===== src/rtl/mc_cu_if.sv =====
// mc_cu_if: control-unit bus between the multi-cycle control unit and its datapath.
// The master modport is the control unit and the slave modport is the datapath.
interface mc_cu_if #(
    parameter int CNT_W = 32
);
    logic [5:0]       op;
    logic [5:0]       func;
    logic             z;
    logic             mem_ready;
    logic             wpc;
    logic             wir;
    logic             iord;
    logic             wmem;
    logic             wreg;
    logic             regrt;
    logic             m2reg;
    logic             jal;
    logic             shift;
    logic             sext;
    logic             alusrca;
    logic [1:0]       alusrcb;
    logic [3:0]       aluc;
    logic [1:0]       pcsource;
    logic [2:0]       state;
    logic             illegal;
    logic [CNT_W-1:0] instret;

    modport master (
        input  op, func, z, mem_ready,
        output wpc, wir, iord, wmem, wreg, regrt, m2reg, jal, shift, sext,
               alusrca, alusrcb, aluc, pcsource, state, illegal, instret
    );

    modport slave (
        output op, func, z, mem_ready,
        input  wpc, wir, iord, wmem, wreg, regrt, m2reg, jal, shift, sext,
               alusrca, alusrcb, aluc, pcsource, state, illegal, instret
    );
endinterface


===== src/rtl/mc_cu.sv =====
// mc_cu: multi-cycle MIPS-subset control unit sequencing IF/ID/EXE/MEM/WB over a shared ALU and memory port.
// Optional feature: define MC_CU_HAMM_EN to decode R-type func 110010 as hamm (otherwise it is illegal).
module mc_cu #(
    parameter int CNT_W = 32
) (
    input logic     clock,
    input logic     reset,
    mc_cu_if.master bus
);
    typedef enum logic [2:0] {
        S_IF  = 3'd0,
        S_ID  = 3'd1,
        S_EXE = 3'd2,
        S_MEM = 3'd3,
        S_WB  = 3'd4
    } state_t;

    state_t cur, nxt;

    logic r_type;
    logic i_add, i_sub, i_and, i_or, i_xor, i_sll, i_srl, i_sra, i_jr, i_hamm;
    logic i_addi, i_andi, i_ori, i_xori, i_lw, i_sw, i_beq, i_bne, i_lui, i_j, i_jal;
    logic legal, is_shift, is_imm, is_itype, is_branch, taken, dec_sext;
    logic [3:0] dec_aluc;

    logic wpc_c, wir_c, wmem_c, wreg_c, illegal_c, retire;

    assign r_type = bus.op == 6'b000000;
    assign i_add  = r_type & (bus.func == 6'b100000);
    assign i_sub  = r_type & (bus.func == 6'b100010);
    assign i_and  = r_type & (bus.func == 6'b100100);
    assign i_or   = r_type & (bus.func == 6'b100101);
    assign i_xor  = r_type & (bus.func == 6'b100110);
    assign i_sll  = r_type & (bus.func == 6'b000000);
    assign i_srl  = r_type & (bus.func == 6'b000010);
    assign i_sra  = r_type & (bus.func == 6'b000011);
    assign i_jr   = r_type & (bus.func == 6'b001000);
`ifdef MC_CU_HAMM_EN
    assign i_hamm = r_type & (bus.func == 6'b110010);
`else
    assign i_hamm = 1'b0;
`endif
    assign i_addi = bus.op == 6'b001000;
    assign i_andi = bus.op == 6'b001100;
    assign i_ori  = bus.op == 6'b001101;
    assign i_xori = bus.op == 6'b001110;
    assign i_lw   = bus.op == 6'b100011;
    assign i_sw   = bus.op == 6'b101011;
    assign i_beq  = bus.op == 6'b000100;
    assign i_bne  = bus.op == 6'b000101;
    assign i_lui  = bus.op == 6'b001111;
    assign i_j    = bus.op == 6'b000010;
    assign i_jal  = bus.op == 6'b000011;

    assign is_shift  = i_sll | i_srl | i_sra;
    assign is_branch = i_beq | i_bne;
    assign is_itype  = i_addi | i_andi | i_ori | i_xori | i_lui | i_lw;
    assign is_imm    = is_itype | i_sw;
    assign legal     = i_add | i_sub | i_and | i_or | i_xor | is_shift | i_jr | i_hamm |
                       is_imm | is_branch | i_j | i_jal;
    assign taken     = (i_beq & bus.z) | (i_bne & ~bus.z);
    assign dec_sext  = i_addi | i_lw | i_sw | is_branch;
    assign dec_aluc  = {i_sra | i_hamm,
                        i_sub | i_or | i_srl | i_sra | i_ori | i_lui | is_branch,
                        i_xor | is_shift | i_xori | i_lui | i_hamm,
                        i_and | i_or | is_shift | i_andi | i_ori | i_hamm};

    // state register; asynchronous reset aborts any instruction in flight
    always_ff @(posedge clock or posedge reset) begin
        if (reset) cur <= S_IF;
        else       cur <= nxt;
    end

    // next-state and per-state control outputs, everything defaults to 0
    always_comb begin
        nxt          = cur;
        wpc_c        = 1'b0;
        wir_c        = 1'b0;
        wmem_c       = 1'b0;
        wreg_c       = 1'b0;
        illegal_c    = 1'b0;
        bus.iord     = 1'b0;
        bus.regrt    = 1'b0;
        bus.m2reg    = 1'b0;
        bus.jal      = 1'b0;
        bus.shift    = 1'b0;
        bus.sext     = 1'b0;
        bus.alusrca  = 1'b0;
        bus.alusrcb  = 2'b00;
        bus.aluc     = 4'b0000;
        bus.pcsource = 2'b00;
        case (cur)
            S_IF: begin
                bus.alusrcb = 2'b01;
                wir_c       = bus.mem_ready;
                wpc_c       = bus.mem_ready;
                nxt         = bus.mem_ready ? S_ID : S_IF;
            end
            S_ID: begin
                bus.alusrcb  = 2'b11;
                bus.sext     = 1'b1;
                wpc_c        = i_j | i_jal | i_jr;
                wreg_c       = i_jal;
                bus.jal      = i_jal;
                bus.pcsource = (i_j | i_jal) ? 2'b11 : i_jr ? 2'b10 : 2'b00;
                illegal_c    = ~legal;
                nxt          = (i_j | i_jal | i_jr | ~legal) ? S_IF : S_EXE;
            end
            S_EXE: begin
                bus.aluc     = dec_aluc;
                bus.sext     = dec_sext;
                bus.shift    = is_shift;
                bus.alusrca  = ~is_shift;
                bus.alusrcb  = is_imm ? 2'b10 : 2'b00;
                wpc_c        = taken;
                bus.pcsource = taken ? 2'b01 : 2'b00;
                nxt          = is_branch ? S_IF : (i_lw | i_sw) ? S_MEM : S_WB;
            end
            S_MEM: begin
                bus.iord = 1'b1;
                wmem_c   = i_sw;
                nxt      = bus.mem_ready ? (i_sw ? S_IF : S_WB) : S_MEM;
            end
            S_WB: begin
                wreg_c    = 1'b1;
                bus.m2reg = i_lw;
                bus.regrt = is_itype;
                nxt       = S_IF;
            end
            default: nxt = S_IF;
        endcase
    end

    assign bus.wpc     = wpc_c & ~reset;
    assign bus.wir     = wir_c & ~reset;
    assign bus.wmem    = wmem_c & ~reset;
    assign bus.wreg    = wreg_c & ~reset;
    assign bus.illegal = illegal_c;
    assign bus.state   = cur;

    assign retire = (cur != S_IF) && (nxt == S_IF) && !illegal_c;

    // retired-instruction counter, bumped when a completing state hands back to IF
    always_ff @(posedge clock or posedge reset) begin
        if (reset)       bus.instret <= '0;
        else if (retire) bus.instret <= bus.instret + 1'b1;
    end
endmodule


===== src/flat_wrapper.sv =====
// flat-port wrapper written by rule: the top's interface ports become plain ports
module mc_cu_flat 
#(
    parameter int CNT_W = 32
)
  (clock, reset, bus_op, bus_func, bus_z, bus_mem_ready, bus_wpc, bus_wir, bus_iord, bus_wmem, bus_wreg, bus_regrt, bus_m2reg, bus_jal, bus_shift, bus_sext, bus_alusrca, bus_alusrcb, bus_aluc, bus_pcsource, bus_state, bus_illegal, bus_instret);
  mc_cu_if #(.CNT_W(CNT_W)) bus_i ();
  input logic clock;
  input logic reset;
  input wire logic [$bits(bus_i.op)-1:0] bus_op;
  input wire logic [$bits(bus_i.func)-1:0] bus_func;
  input wire logic [$bits(bus_i.z)-1:0] bus_z;
  input wire logic [$bits(bus_i.mem_ready)-1:0] bus_mem_ready;
  output wire logic [$bits(bus_i.wpc)-1:0] bus_wpc;
  output wire logic [$bits(bus_i.wir)-1:0] bus_wir;
  output wire logic [$bits(bus_i.iord)-1:0] bus_iord;
  output wire logic [$bits(bus_i.wmem)-1:0] bus_wmem;
  output wire logic [$bits(bus_i.wreg)-1:0] bus_wreg;
  output wire logic [$bits(bus_i.regrt)-1:0] bus_regrt;
  output wire logic [$bits(bus_i.m2reg)-1:0] bus_m2reg;
  output wire logic [$bits(bus_i.jal)-1:0] bus_jal;
  output wire logic [$bits(bus_i.shift)-1:0] bus_shift;
  output wire logic [$bits(bus_i.sext)-1:0] bus_sext;
  output wire logic [$bits(bus_i.alusrca)-1:0] bus_alusrca;
  output wire logic [$bits(bus_i.alusrcb)-1:0] bus_alusrcb;
  output wire logic [$bits(bus_i.aluc)-1:0] bus_aluc;
  output wire logic [$bits(bus_i.pcsource)-1:0] bus_pcsource;
  output wire logic [$bits(bus_i.state)-1:0] bus_state;
  output wire logic [$bits(bus_i.illegal)-1:0] bus_illegal;
  output wire logic [$bits(bus_i.instret)-1:0] bus_instret;
  assign bus_i.op = bus_op;
  assign bus_i.func = bus_func;
  assign bus_i.z = bus_z;
  assign bus_i.mem_ready = bus_mem_ready;
  assign bus_wpc = bus_i.wpc;
  assign bus_wir = bus_i.wir;
  assign bus_iord = bus_i.iord;
  assign bus_wmem = bus_i.wmem;
  assign bus_wreg = bus_i.wreg;
  assign bus_regrt = bus_i.regrt;
  assign bus_m2reg = bus_i.m2reg;
  assign bus_jal = bus_i.jal;
  assign bus_shift = bus_i.shift;
  assign bus_sext = bus_i.sext;
  assign bus_alusrca = bus_i.alusrca;
  assign bus_alusrcb = bus_i.alusrcb;
  assign bus_aluc = bus_i.aluc;
  assign bus_pcsource = bus_i.pcsource;
  assign bus_state = bus_i.state;
  assign bus_illegal = bus_i.illegal;
  assign bus_instret = bus_i.instret;
  mc_cu #(.CNT_W(CNT_W)) u_core (.clock(clock), .reset(reset), .bus(bus_i));
endmodule

===== config.mk =====
export PLATFORM = sky130hd
export DESIGN_NAME = mc_cu_flat
export DESIGN_NICKNAME = d
export VERILOG_FILES = /design/src/rtl/mc_cu_if.sv /design/src/rtl/mc_cu.sv /design/src/flat_wrapper.sv
export SDC_FILE = /design/constraint.sdc
export NUM_CORES = 1
export LEC_CHECK = 0
export ABC_AREA = 0
export BUFFER_PORTS_ARGS = -buffer_cell sky130_fd_sc_hd__buf_2
export CAP_MARGIN = 10
export CELL_PAD_IN_SITES_DETAIL_PLACEMENT = 1
export CELL_PAD_IN_SITES_GLOBAL_PLACEMENT = 1
export CORE_MARGIN = 4
export CORE_UTILIZATION = 34
export CTS_CLUSTER_DIAMETER = 150
export CTS_CLUSTER_SIZE = 24
export DETAILED_ROUTE_END_ITERATION = 16
export PLACE_DENSITY_LB_ADDON = 0.3
export SETUP_SLACK_MARGIN = 0.3
export SLEW_MARGIN = 20
export SYNTH_ARGS = -nofsm -noshare
export SYNTH_HDL_FRONTEND = slang
export SYNTH_SLANG_ARGS = --single-unit

===== constraint.sdc =====
create_clock -name clock -period 1.9 [get_ports clock]
set_input_delay 0.38 -clock clock [delete_from_list [all_inputs] [get_ports clock]]
set_output_delay 0.38 -clock clock [all_outputs]
set_load 0.01 [all_outputs]

* After elaboration in Yosys (flattened, before gate mapping)
Cells that the tools add are included.
** Cells by class
- Reduce and logical (&&, ||, !) cells :: 8
- $add $sub $neg :: 1
- Div/mod/pow operators :: 0
- Bitwise gates (word level) :: 59
- Multiplexer cells :: 26
- Order comparisons :: 0
- Equality and inequality tests :: 23
- Multiply operators :: 0
- Shift operators :: 0
** Operators by type and width (number)
- 6-bit == test (second input constant) :: 7
- 1-bit OR :: 40
- 6-bit by 4-bit == test with 1-bit output (second input constant) :: 6
- 32-bit by 1-bit adder with 32-bit output (second input constant) :: 1
- 6-bit by 2-bit == test with 1-bit output (second input constant) :: 4
- 1-bit bitwise AND :: 15
- 6-bit by 3-bit == test with 1-bit output (second input constant) :: 2
- 6-bit zero test :: 2
- 3-bit 2-to-1 mux :: 4
- 3-bit one-hot mux with 4 select lines :: 1
- 1-bit 2-to-1 mux :: 11
- 2-bit 2-to-1 mux :: 4
- 3-bit by 2-bit == test with 1-bit output (second input constant) :: 2
- 3-bit zero test :: 2
- 2-bit one-hot mux with 3 select lines :: 1
- 4-bit 2-to-1 mux :: 1
- 1-bit inverter :: 4
- 1-bit one-hot mux with 2 select lines :: 2
- 2-bit one-hot mux with 2 select lines :: 1
- 3-bit by 1-bit == test with 1-bit output (second input constant) :: 1
- 3-bit == test (second input constant) :: 1
- 1-bit one-hot mux with 3 select lines :: 1
- 3-bit nonzero test :: 1
- 1-bit logical AND :: 2
- 1-bit zero test :: 1
** Storage, ports and cells
- Bits in latches :: 0
- Logic and storage cells :: 119
- Input port bits :: 16
- Memory bits (writable) :: 0
- Output and inout port bits :: 55
- ROM bits :: 0
- Register bits after elaboration :: 35
- Memories kept :: 0

* Logic depth before layout (Yosys ltp)
- Depth in word-level cells :: 19
- Mapped depth :: 8
- Gate-level depth less buffers :: 7

* Worst setup path after synthesis
Ideal clock, no wire load.
- Path kind :: input port to output port
- From :: input bus_op[4]
- To :: output bus_shift
- Arrival time :: 1708 ps
- Path slack :: -188 ps
- Cell stages on the path :: 5
- Cells stage by stage :: buf_6 -> or4_4 -> nor4b_4 -> nand2_1 -> nor3b_1
** Between the ends
- Cells in the longest elaborated chain, start to end :: 5
** RTL lines
- start, declared :: line flat_wrapper.sv:10 : input wire logic [$bits(bus_i.op)-1:0] bus_op;
- 6-bit zero test * :: line mc_cu.sv:28 : assign r_type = bus.op == 6'b000000;
- 1-bit bitwise AND, on equally long branches :: line mc_cu.sv:34, mc_cu.sv:35
- 1-bit OR :: line mc_cu.sv:55 : assign is_shift = i_sll | i_srl | i_sra;
- 1-bit OR * :: line mc_cu.sv:55
- 1-bit 2-to-1 mux * :: line mc_cu.sv:92 : case (cur)
- end, declared :: line flat_wrapper.sv:22 : output wire logic [$bits(bus_i.shift)-1:0] bus_shift;
Every way passes the cells marked *; elsewhere a longest branch is shown, timed or not.

* Worst setup path after layout
- From :: input bus_op[2]
- To :: output bus_aluc[1]
** Between the ends
- Cells in the longest elaborated chain, start to end :: 8
** RTL lines
- 6-bit zero test :: line mc_cu.sv:28
- 1-bit bitwise AND, on equally long branches :: line mc_cu.sv:34, mc_cu.sv:35
- 1-bit OR (2 in series) :: line mc_cu.sv:55
- 1-bit OR (2 in series) :: line mc_cu.sv:65 : i_xor | is_shift | i_xori | i_lui | i_hamm,
- 1-bit OR * :: line mc_cu.sv:65
- 4-bit 2-to-1 mux * :: line mc_cu.sv:92
- end, declared :: line flat_wrapper.sv:26 : output wire logic [$bits(bus_i.aluc)-1:0] bus_aluc;
Marks and branches as above.

==> metrics.log <==
[metrics] core region area: 6350 um^2
[metrics] ratio of cells with drive above 1 in the final layout: 0.5754
[metrics] H-tree levels: 2
[metrics] part of the cycle the worst path needs: 1.166
[metrics] cell area after synthesis: 2221 um^2
[metrics] MaxCap Viol Count: 0
[metrics] final critical delay including setup and external delays: 2.216 ns
[metrics] routed via count: 2,554
[metrics] CTS buffer count: 5
[metrics] I/O pin total: 71
[metrics] pin count of the biggest net entering global routing: 36
[metrics] die span in y: between 80 and 90 um
[metrics] areal power density over the cells: 590.2 nW/um^2
[metrics] dominant combinational cell family by area after synthesis: simple AND/OR/NAND/NOR gates
[metrics] CTS tree: yes
[metrics] die boundary width: 88.82 um
[metrics] multiplexer share of the synthesized area: 0
[metrics] violations in the final reports: setup timing
[metrics] most frequent cell on the critical path: sky130_fd_sc_hd__buf_6
[metrics] sequential cell area fraction in the yosys report: 0.3944
[metrics] type of element launching the critical path: input pin
[metrics] antenna violations before repair: 0
[metrics] count of pins over their slew limit: 0
[metrics] starting density of the core: 0.3498
[metrics] Avg Cell Area, Syn: 8.884 um^2
[metrics] relative area change from synthesis to final layout: 75.27%
[metrics] clock tree buffer depth: 2
[metrics] antenna diode count: 0
[metrics] final instance count without filler cells: about 470
[metrics] slowest library cell on the worst path: sky130_fd_sc_hd__or4_4
[metrics] Yosys reg bits: 35
[metrics] number of setup violations in the final report: 48
[metrics] number of enable flip-flop cells after synthesis: 0
[metrics] final-stage net count: about 410
[metrics] clk slew on worst S/H paths: 0.07 ns
[metrics] headroom to the max-slew limit: 0.6963
[metrics] sequential power share: 0.384
[metrics] register area: 877.1 um^2
[metrics] slack of the critical path: -0.3158 ns
[metrics] total area of multi-input combinational cells: 1703 um^2
[metrics] complex-gate fraction of the synthesized area: 0.09915
[metrics] Worst R2R Setup Slack: -0.21 ns
[metrics] depth of the worst register-to-register path: 8
[metrics] r2r endpoint: u_core.bus.instret[27]$_DFFE_PP0P_
[metrics] worst hold path class: input pin to async pin
[metrics] Synth warnings: 0
[metrics] Iteration-0 DRC Markers: 116
[metrics] via count normalized by instance count: 5.457
[metrics] Routed WL per cell: 19.86 um
[metrics] global-route wire length before repair: 13,590 um
[metrics] RSZ-0062 raised after global routing: true
[metrics] final clock skew: 0.007178 ns
[metrics] slowest stage delay, CP: around 0.56 ns
[metrics] number of search-and-repair iterations in the first detailed-routing pass: 4
[metrics] Port Buffer Count: 70
[metrics] Final GP Congestion: 0.8365
[metrics] total routing resource utilization after global routing: 0.2268
[metrics] Clock power frac: 0.245
[metrics] main flop type after synthesis: sky130_fd_sc_hd__dfrtp_1
[metrics] capturing element type of the critical path: output pin
[metrics] net count of the mapped netlist: around 270
[metrics] leading cell types in the layout, fill and taps excluded: sky130_fd_sc_hd__buf_2 (66), sky130_fd_sc_hd__buf_4 (50), sky130_fd_sc_hd__dfrtp_1 (34)
[metrics] vias in the first global route: 2,639
[metrics] Cell Chain, Critical Path: buf_6 > or4_4 > nor4b_4 > buf_6 > buf_6 > a32oi_2 > nor2_1 > buf_2
[metrics] worst reg2reg path startpoint: u_core.bus.state[1]$_DFF_PP0_
[metrics] Detail Route Antenna Nets: 0
[metrics] most common cell after layout, fill and taps aside: sky130_fd_sc_hd__buf_2
[metrics] drc violations: 0
[metrics] Final HPWL DP: between 5000 and 6000 um
[metrics] Setup CP Type: input pin to output pin
[metrics] die outline area: a little under 8000 um^2
[metrics] number of placed cells counting well taps: between 400 and 500
[metrics] worst path required time: 1.52 ns
[metrics] root buf cell: sky130_fd_sc_hd__clkbuf_8
[metrics] fraction of synthesized cell area in xor and xnor cells: 0.1262
[metrics] run status: complete, but fails checks
[metrics] area share of and/or/nand/nor cells after synthesis: 0.3341
[metrics] Synth Area in Adders: 0.005634
[metrics] Setup Slack @ Placement: -0.3991 ns
[metrics] Arr. time, crit path: 1.84 ns
[metrics] Distinct cells, synth: 43
[metrics] timing-limited maximum frequency: 451.3 MHz
[metrics] Max Fanout on Critical Path: 6
[metrics] global route total overflow: 0
[metrics] # clock sinks: 35
[metrics] Tightest Pin Transition: 0.4555 ns
[metrics] share of synthesized flip-flops with an asynchronous set or reset: 1.000
[metrics] switching power summed over all nets: 795.3 uW
[metrics] FILL cells: 717
[metrics] floorplan row count: 29
[metrics] switching part of the total: 0.3462
[metrics] maximum vdd ir drop: 0.0005179 V
[metrics] share of total power in combinational logic: 0.371
[metrics] internal power consumption: 1502 uW
[metrics] post-cts hold buffer count: 0
[metrics] number of instances in the synthesized netlist: 250
[metrics] Fin. Hold Viols: 0
[metrics] later-pin clock latency in the skew report: 0.30 ns
[metrics] static leakage: 0.002044 uW
[metrics] routed wire length: 9294 um
worst max-delay path, delay by kind of cell:
kind	cells	cell delay [ns]
buf+inv	4	0.50
compound gates	1	0.04
simple gates	3	0.92
layer usage:
layer / part of all wire / vias to the layer above / track usage
li1: - / 1160 / -
met1: 0.38 / 1270 / 0.2679
met2: 0.54 / 88 / 0.4143
met3: 0.045 / 36 / 0.04097
met4: 0.029 / 0 / 0.06868
met5: 0 / - / 0
power groups by stage:
stage               combinational, uW  clock [uW]  sequential, uW
floorplan                         280           0             907
global placement                  570           0             884
detailed placement                591           0             888
CTS                               755         569             873
global route                      918         610             893
finish                            851         563             883
cells by family (layout without fill, tap and decap cells):
logic type / Yosys count / count (layout)
and+or+nand+nor: 131 / 131
DFF: 35 / 35
AOI/OAI and AO/OA: 33 / 33
xor gates and xnor gates: 32 / 32
buffers and inverters: 18 / 159
adders and majority gates: 1 / 1
worst max-delay path by stage:
stage,startpoint,slack (ns),cells past startpoint,endpoint
final,bus_op[2],-0.32,8,bus_aluc[1]
after global routing,bus_op[2],-0.41,8,bus_aluc[1]
after CTS,bus_op[5],-0.32,7,bus_aluc[3]
after detailed placement,bus_op[2],-0.40,10,u_core.bus.instret[29]$_DFFE_PP0P_
after global placement,bus_op[2],-0.34,10,u_core.bus.instret[27]$_DFFE_PP0P_
after floorplan,bus_op[4],-0.13,5,bus_shift
sequential cells by signal, summed over array words and instances (netlist names):
register            cells
u_core.bus.instret     32
u_core.bus.state        3
through the flow:
stage / cell area (um^2) / utilization / TNS [ns] / hold WS (ns) / power [uW]
after floorplan: 2306 / - / -1.009 / 0.3297 / 1187
after global placement: 3110 / 0.4899 / -11.62 / 0.4732 / 1455
after detailed placement: 3110 / 0.4899 / -13.69 / 0.4799 / 1479
after CTS: 3667 / 0.5775 / -6.166 / 0.2792 / 2198
after global routing: 3892 / 0.6130 / -10.05 / 0.3096 / 2422
final: 3892 / 0.6130 / -7.070 / 0.2635 / 2297
cell usage after synthesis (3+ instances only):
cell / count / area [um^2]
sky130_fd_sc_hd__nand2b_1: 4 / 25.02
sky130_fd_sc_hd__nor3b_1: 4 / 30.03
sky130_fd_sc_hd__nor2b_1: 3 / 18.77
sky130_fd_sc_hd__nand3_1: 16 / 80.08
sky130_fd_sc_hd__nor3_1: 18 / 90.09
sky130_fd_sc_hd__xor2_1: 20 / 175.2
sky130_fd_sc_hd__nor4_1: 5 / 31.28
sky130_fd_sc_hd__nand2_1: 30 / 112.6
sky130_fd_sc_hd__nor2_1: 23 / 86.33
sky130_fd_sc_hd__dfrtp_1: 35 / 875.8
sky130_fd_sc_hd__xnor2_1: 12 / 105.1
sky130_fd_sc_hd__a21oi_1: 8 / 40.04
sky130_fd_sc_hd__nand4_1: 9 / 56.30
sky130_fd_sc_hd__inv_1: 7 / 26.28
sky130_fd_sc_hd__buf_2: 6 / 30.03
sky130_fd_sc_hd__o21ai_0: 12 / 60.06
sky130_fd_sc_hd__and3_1: 6 / 37.54
sky130_fd_sc_hd__clkbuf_1: 3 / 11.26
layout make-up:
type | count | area share
multi-input combinational | 197 | 0.4375
timing repair buffer | 145 | 0.2816
sequential | 35 | 0.2253
tap | 77 | 0.02475
clock buffer | 6 | 0.02122
inverter | 7 | 0.008357
clock inverter | 1 | 0.001286
what timing repair did:
item	CTS	global route
endpoints found under the setup margin	51	52
setup buffers	8	10
cloned	2	1
pin swaps	29	35
hold endpoints to repair	0	0
resized for setup	77	27
Note: power is estimated with default switching activity, not from simulation.
